**src/rtl/step_timer_pkg.sv**
```systemverilog
// step_timer_pkg
// Shared definitions for the wash-step timer: the controller state encoding
// and the helper that turns a clock frequency and speed-up factor into a
// tick period measured in clk cycles.
package step_timer_pkg;

    typedef enum logic [1:0] {
        IDLE  = 2'd0,
        RUN   = 2'd1,
        PAUSE = 2'd2,
        DONE  = 2'd3
    } state_t;

    // Tick period in clk cycles. The prescaler schedules its registered tick
    // one cycle ahead of the period boundary, which needs at least three
    // cycles of period, so smaller results are raised to three. A zero
    // speed-up factor is treated as "no speed-up".
    function automatic int unsigned tick_period(input int unsigned clk_hz,
                                                input int unsigned fast_div,
                                                input logic        fast);
        int unsigned p;
        if (fast && (fast_div != 0)) begin
            p = clk_hz / fast_div;
        end else begin
            p = clk_hz;
        end
        if (p < 3) begin
            p = 3;
        end
        return p;
    endfunction

endpackage

```
**src/rtl/tick_gen.sv**
```systemverilog
// tick_gen
// Single clock-domain prescaler producing a one-cycle tick pulse every
// CLK_HZ cycles (i_fast=0) or CLK_HZ/FAST_DIV cycles (i_fast=1).
//
// Ports
//   clk       : system clock
//   reset     : asynchronous, active-low reset (already synchronised)
//   i_fast    : level, selects the shortened tick period
//   i_restart : one-cycle request to restart the period from zero
//   o_tick    : one-cycle tick pulse
module tick_gen
    import step_timer_pkg::*;
#(
    parameter int unsigned CLK_HZ   = 24_000_000,
    parameter int unsigned FAST_DIV = 100
) (
    input  logic clk,
    input  logic reset,
    input  logic i_fast,
    input  logic i_restart,
    output logic o_tick
);

    localparam int unsigned P_SLOW = tick_period(CLK_HZ, FAST_DIV, 1'b0);
    localparam int unsigned P_FAST = tick_period(CLK_HZ, FAST_DIV, 1'b1);
    localparam int unsigned P_MAX  = (P_SLOW > P_FAST) ? P_SLOW : P_FAST;
    localparam int unsigned CW     = $clog2(P_MAX);

    localparam logic [CW-1:0] LAST_SLOW = CW'(P_SLOW - 1);
    localparam logic [CW-1:0] LAST_FAST = CW'(P_FAST - 1);
    localparam logic [CW-1:0] ONE       = CW'(1);

    logic [CW-1:0] cnt;
    logic [CW-1:0] last;
    logic          fast_q;
    logic          restart;

    assign last    = i_fast ? LAST_FAST : LAST_SLOW;
    assign restart = i_restart | (i_fast != fast_q);

    // The cycle that carries the restart request counts as the first cycle
    // of the new period, so the counter reloads with 1. The tick register is
    // set one count before the period boundary so that logic sampling it
    // acts exactly one full period after the restart cycle.
    always_ff @(posedge clk or negedge reset) begin
        if (!reset) begin
            cnt    <= '0;
            fast_q <= 1'b0;
            o_tick <= 1'b0;
        end else begin
            fast_q <= i_fast;
            if (restart) begin
                cnt    <= ONE;
                o_tick <= 1'b0;
            end else begin
                o_tick <= (cnt == (last - ONE));
                cnt    <= (cnt >= last) ? '0 : (cnt + ONE);
            end
        end
    end

endmodule

```
**src/rtl/step_timer.sv**
```systemverilog
// step_timer
// Times one wash step at a time: counts ticks up to a latched duration,
// supports pause/abort, pulses o_done on completion and keeps a sticky
// per-step completion flag.
//
// Ports
//   clk         : system clock
//   reset       : asynchronous, active-low reset (synchronised internally)
//   i_start     : one-cycle request to begin timing step i_step
//   i_pause     : level, hold the count while high
//   i_abort     : one-cycle cancel of the running step
//   i_fast      : level, select the shortened tick period
//   i_step      : step index, sampled with i_start
//   i_duration  : step length in ticks, sampled with i_start
//   i_clear     : one-cycle clear of all o_step_done flags
//   o_busy      : high while running or paused
//   o_done      : one-cycle completion pulse
//   o_step_done : sticky per-step completion flags
//   o_elapsed   : ticks counted in the current step
//   o_remaining : latched duration minus o_elapsed
//   o_tick      : free-running tick pulse for display
module step_timer
    import step_timer_pkg::*;
#(
    parameter int unsigned CLK_HZ   = 24_000_000,
    parameter int unsigned FAST_DIV = 100,
    parameter int unsigned TW       = 16,
    parameter int unsigned NSTEP    = 4,
    parameter int unsigned SW       = (NSTEP > 1) ? $clog2(NSTEP) : 1
) (
    input  logic             clk,
    input  logic             reset,
    input  logic             i_start,
    input  logic             i_pause,
    input  logic             i_abort,
    input  logic             i_fast,
    input  logic [SW-1:0]    i_step,
    input  logic [TW-1:0]    i_duration,
    input  logic             i_clear,
    output logic             o_busy,
    output logic             o_done,
    output logic [NSTEP-1:0] o_step_done,
    output logic [TW-1:0]    o_elapsed,
    output logic [TW-1:0]    o_remaining,
    output logic             o_tick
);

    localparam logic [TW-1:0] ONE_TW = TW'(1);

    logic [1:0]       rst_sync;
    logic             rst_n;
    state_t           state;
    logic [SW-1:0]    step_q;
    logic [TW-1:0]    dur_q;
    logic [TW-1:0]    elapsed_inc;
    logic [NSTEP-1:0] step_bit;
    logic             start_accept;
    logic             tick_last;

    // Reset asserts immediately and releases two clk edges later, so every
    // register below leaves reset on the same, clean edge.
    always_ff @(posedge clk or negedge reset) begin
        if (!reset) begin
            rst_sync <= 2'b00;
        end else begin
            rst_sync <= {rst_sync[0], 1'b1};
        end
    end

    assign rst_n = rst_sync[1];

    assign start_accept = (state == IDLE) && i_start;
    assign elapsed_inc  = o_elapsed + ONE_TW;
    assign tick_last    = o_tick && (elapsed_inc == dur_q);
    assign step_bit     = NSTEP'(1) << step_q;

    tick_gen #(
        .CLK_HZ   (CLK_HZ),
        .FAST_DIV (FAST_DIV)
    ) u_tick_gen (
        .clk       (clk),
        .reset     (rst_n),
        .i_fast    (i_fast),
        .i_restart (start_accept),
        .o_tick    (o_tick)
    );

    // Controller. All outputs are registered alongside the state, so
    // o_remaining is updated together with o_elapsed rather than derived.
    // A clear coincident with completion wipes the old flags but keeps the
    // one being set by the finishing step. Ticks are ignored while paused;
    // the prescaler keeps running so resuming preserves its phase.
    always_ff @(posedge clk or negedge rst_n) begin
        if (!rst_n) begin
            state       <= IDLE;
            step_q      <= '0;
            dur_q       <= '0;
            o_busy      <= 1'b0;
            o_done      <= 1'b0;
            o_step_done <= '0;
            o_elapsed   <= '0;
            o_remaining <= '0;
        end else begin
            o_done <= 1'b0;
            if (i_clear) begin
                o_step_done <= '0;
            end

            case (state)
                IDLE: begin
                    if (i_start) begin
                        step_q    <= i_step;
                        dur_q     <= i_duration;
                        o_elapsed <= '0;
                        if (i_duration == '0) begin
                            state       <= DONE;
                            o_busy      <= 1'b0;
                            o_remaining <= '0;
                        end else begin
                            state       <= RUN;
                            o_busy      <= 1'b1;
                            o_remaining <= i_duration;
                        end
                    end
                end

                RUN: begin
                    if (i_abort) begin
                        state       <= IDLE;
                        o_busy      <= 1'b0;
                        o_elapsed   <= '0;
                        o_remaining <= '0;
                    end else if (tick_last) begin
                        state       <= DONE;
                        o_busy      <= 1'b0;
                        o_elapsed   <= dur_q;
                        o_remaining <= '0;
                    end else if (i_pause) begin
                        state <= PAUSE;
                    end else if (o_tick) begin
                        o_elapsed   <= elapsed_inc;
                        o_remaining <= dur_q - elapsed_inc;
                    end
                end

                PAUSE: begin
                    if (i_abort) begin
                        state       <= IDLE;
                        o_busy      <= 1'b0;
                        o_elapsed   <= '0;
                        o_remaining <= '0;
                    end else if (!i_pause) begin
                        state <= RUN;
                    end
                end

                DONE: begin
                    state       <= IDLE;
                    o_done      <= 1'b1;
                    o_step_done <= (i_clear ? '0 : o_step_done) | step_bit;
                    o_elapsed   <= '0;
                    o_remaining <= '0;
                end

                default: begin
                    state <= IDLE;
                end
            endcase
        end
    end

endmodule
```
**config.mk**
```make
export PLATFORM = sky130hd
export DESIGN_NAME = step_timer
export DESIGN_NICKNAME = d
export VERILOG_FILES = /design/src/rtl/step_timer_pkg.sv /design/src/rtl/tick_gen.sv /design/src/rtl/step_timer.sv
export SDC_FILE = /design/constraint.sdc
export NUM_CORES = 1
export LEC_CHECK = 0
export BUFFER_PORTS_ARGS = -buffer_cell sky130_fd_sc_hd__buf_2
export CAP_MARGIN = 20
export CORE_ASPECT_RATIO = 1.2
export CORE_MARGIN = 3
export CORE_UTILIZATION = 30
export CTS_CLUSTER_SIZE = 30
export DETAILED_ROUTE_END_ITERATION = 16
export HOLD_SLACK_MARGIN = 0.15
export PLACE_DENSITY_LB_ADDON = 0.1
export SETUP_SLACK_MARGIN = 0.3
export SLEW_MARGIN = 20
export SYNTH_ARGS = -nofsm -noshare
export SYNTH_HDL_FRONTEND = slang
export SYNTH_SLANG_ARGS = --single-unit
export TNS_END_PERCENT = 20
```
**constraint.sdc**
```tcl
create_clock -name clk -period 6.3 [get_ports clk]
set_clock_uncertainty 0.2 [all_clocks]
set_input_delay 1.26 -clock clk [delete_from_list [all_inputs] [get_ports clk]]
set_output_delay 1.26 -clock clk [all_outputs]
set_load 0.02 [all_outputs]
```
==> flow_summary.ini <==
[place]
hpwl_mm = 11.3
numPlacedInstances = 829
io_buffers = 63
dpl-instance-area_um2 = 5820
place_congestion = 0.883

[worst_setup_path]
critPathLaunch = o_elapsed[0]$_DFFE_PN0P_
ff2ff_setup_slack_ps = 1800
rr_startpoint = o_elapsed[0]$_DFFE_PN0P_
path_max_fanout = 19
crit_arrival_ps = 4590
startpoint_type = flip-flop
critPathCaptureType = flip-flop
path_class = reg2reg
required_ps = 6390

[run_status]
status = complete, no violations

[power_and_ir_drop]
p_per_area_nw_per_um2 = 399
p_leak_nw = 2.75
peakVddDrop_uv = 137

[cts]
cts_tree = done
clock_path_buffers = 2
cts_setup_buffers = 0
root_buffer = clkbuf_16
clkSinkCount = 87
clk_latency_ps = 350
h-tree-depth = 3
cts_buffers = 9
path_clk_slew_ps = 70

[layout]
final_core_util_pct = 36.0
drive_gt1_share_pct = 18.5
diodes = 0
nets = 687
final_area_um2 = 6160
multi_input_area_um2 = 2970
stdcell_count = 847
layout-area-overhead-vs-synth_pct = 16.3
fillers = 1768
ff_latch_area_um2 = 2180

[die]
die_height_um = 152
core_area_um2 = 17100
die_x_um = 127
io_pins = 64
rows = 52
dieArea_um2 = 19300
start_util_pct = 30.9

[global_routing]
grt_pass1_wl_mm = 23.4
antenna_found_initial = 0
grt_pass1_vias = 4308
grt-ovfl-total = 0
track_usage_pct = 15.6
grt_max_degree = 79

[yosys]
synth_top_cell_by_area = dfrtp_1
synth.avg_cell_area_um2 = 9.36
synthDistinctLibCells = 54
synth.top_cell.area_share_pct = 41.1
synth_seq_area_share_pct = 41.1
netlist_top_cells_area = dfrtp_1 41%, ha_1 8.3%, mux2_2 5.3%, nor2_1 4.3%, o21ai_0 4.3%
synth_ff_type = dfrtp_1
synth_seq_cells = 87
netlist_instances = 566
synth_edf_count = 0
syn_area_um2 = 5300
synthArstFlopShare_pct = 100
ys_warn_count = 0
synth.net_count = 627

[routing]
dr.pass1.iters = 4
drt_first_iter_violations = 179
viasPerCell = 5.11
num_vias = 4328
wl_per_cell_um = 17.5
antenna_left = 0
drcViolationCount = 0
wl_mm = 14.8

[min_path]
hp-start = rst_sync[0]$_DFF_PN0_
hold_path_class = reg2reg

[sta]
setup_viol_count_final = 0
min_period_ps = 4500
slew_viol_final = 0
relSlewSlack_pct = 38.9
rsz0062_at_grt = no
hold_viol = 0
period_share_pct = 71.5
setup_tns_ps = 0
worst_pin_slew_ps = 914
fmax_ghz = 0.222

[run]
drv_cap = 0
critical path, stage by stage, from the launching register on:
cell and delay, ps:
dfrtp_1 500, ha_1 280, nand3_1 200, or4_1 640, nor2_1 190, xnor2_1 110
ha_1 380, nand4_1 180, nor4_2 420, and3_1 270, a21oi_4 170, or2_2 510
a211oi_1 260, a21o_1 110
through the flow:
stage | power (mW) | setup slack (ps) | hold WS (ps)
after global routing | 2.64 | 1460 | 160
after detailed placement | 1.92 | 1620 | -69.6
after floorplan | 1.60 | 2330 | 131
after CTS | 2.48 | 1590 | 158
after global placement | 1.91 | 1690 | -75.0
final | 2.46 | 1800 | 155
sequential cells by signal, summed over array words and instances (netlist names):
signal,count
state,2
o_busy,1
o_elapsed,16
step_q,2
u_tick_gen.fast_q,1
rst_sync,2
o_remaining,16
o_step_done,4
o_done,1
u_tick_gen.cnt,25
dur_q,16
u_tick_gen.o_tick,1
cell usage in the layout, fill, tap and decap left out, drive strengths merged, types with 4 or more instances in the layout:
cell and n:
and3 6, xnor2 24, a211oi 6, o21ai 45, a21oi 31, nor2 61
a21o 9, dfrtp 87, nand2 49, o31a 4, nor2b 6, o22ai 4
clkbuf 9, nand3 20, mux2 25, a22oi 6, nor4 9, ha 35
nand4 15, clkinv 5, nor3 14, buf 65, and2 4, nand2b 6
inv 22, xor2 25
power breakdown:
part | leakage (nW) | internal (mW) | switching, mW
Combinational | 1.46 | 0.460 | 0.651
Sequential | 1.14 | 0.689 | 0.117
Clock | 0.150 | 0.308 | 0.235
cells in the mapped netlist, types with 2 or more instances:
library cell / n
xor2_1: 25
inv_1: 21
a22oi_1: 6
nand4b_1: 3
clkbuf_1: 8
o21a_1: 3
or4_1: 3
mux2_2: 25
a21o_1: 9
xnor2_1: 24
nand4_1: 14
and2_1: 4
nand2b_1: 6
o31a_1: 4
nor3_1: 14
ha_1: 35
and3_1: 6
nor2b_1: 6
nand3_1: 19
nor4_1: 7
o21ai_0: 45
nor3b_1: 2
a21oi_1: 31
dfrtp_1: 87
nand2_1: 49
or2_2: 3
o31ai_1: 3
o22ai_1: 4
a211oi_1: 6
o211ai_1: 2
or3_1: 3
buf_2: 7
nor2_1: 61
cell families (layout without fill, tap and decap cells):
family	Yosys count	after routing	synth area share [%]
AO/OA/AOI/OAI	123	123	14.1
XOR/XNOR	49	49	8.10
adder cells (fa/ha/maj)	36	36	8.65
buffers and inverters	38	103	3.07
flip-flops	87	87	41.1
multiplexers	25	25	5.32
other	1	1	0.0708
AND/OR/NAND/NOR	207	207	19.6
per-layer routing:
layer / up-vias / global-route usage [%] / share of wire (%)
met5: - / 0 / 0
met4: 0 / 5.26 / 1.8
met3: 17 / 3.26 / 4.1
met2: 86 / 26.5 / 48
met1: 2094 / 19.8 / 47
li1: 2131 / - / -
path summary, 6_finish.rpt:
path                                             end  cells after the start
setup / recovery           o_elapsed[12]$_DFFE_PN0P_                     13
hold / removal                 rst_sync[1]$_DFF_PN0_                      0
setup reg to reg           o_elapsed[12]$_DFFE_PN0P_                     13
hold reg to reg                rst_sync[1]$_DFF_PN0_                      0
max in group asynchronous      step_q[1]$_DFFE_PN0P_                      1
min in group asynchronous      dur_q[13]$_DFFE_PN0P_                      1
final cells by class:
| cell class | instances | share of cell area (%) |
|---|---|---|
| inverter | 21 | 1.28 |
| multi-input combinational | 441 | 48.2 |
| timing repair buffer | 66 | 5.91 |
| clock inverter | 7 | 1.16 |
| tap | 216 | 4.39 |
| sequential | 87 | 35.4 |
| clock buffer | 9 | 3.66 |
timing repair:
action | CTS | global route
hold buffers | 1 | 0
gates resized for setup | 0 | 0
endpoints found under the hold margin | 7 | 0
(Power assumes the default switching activity.)
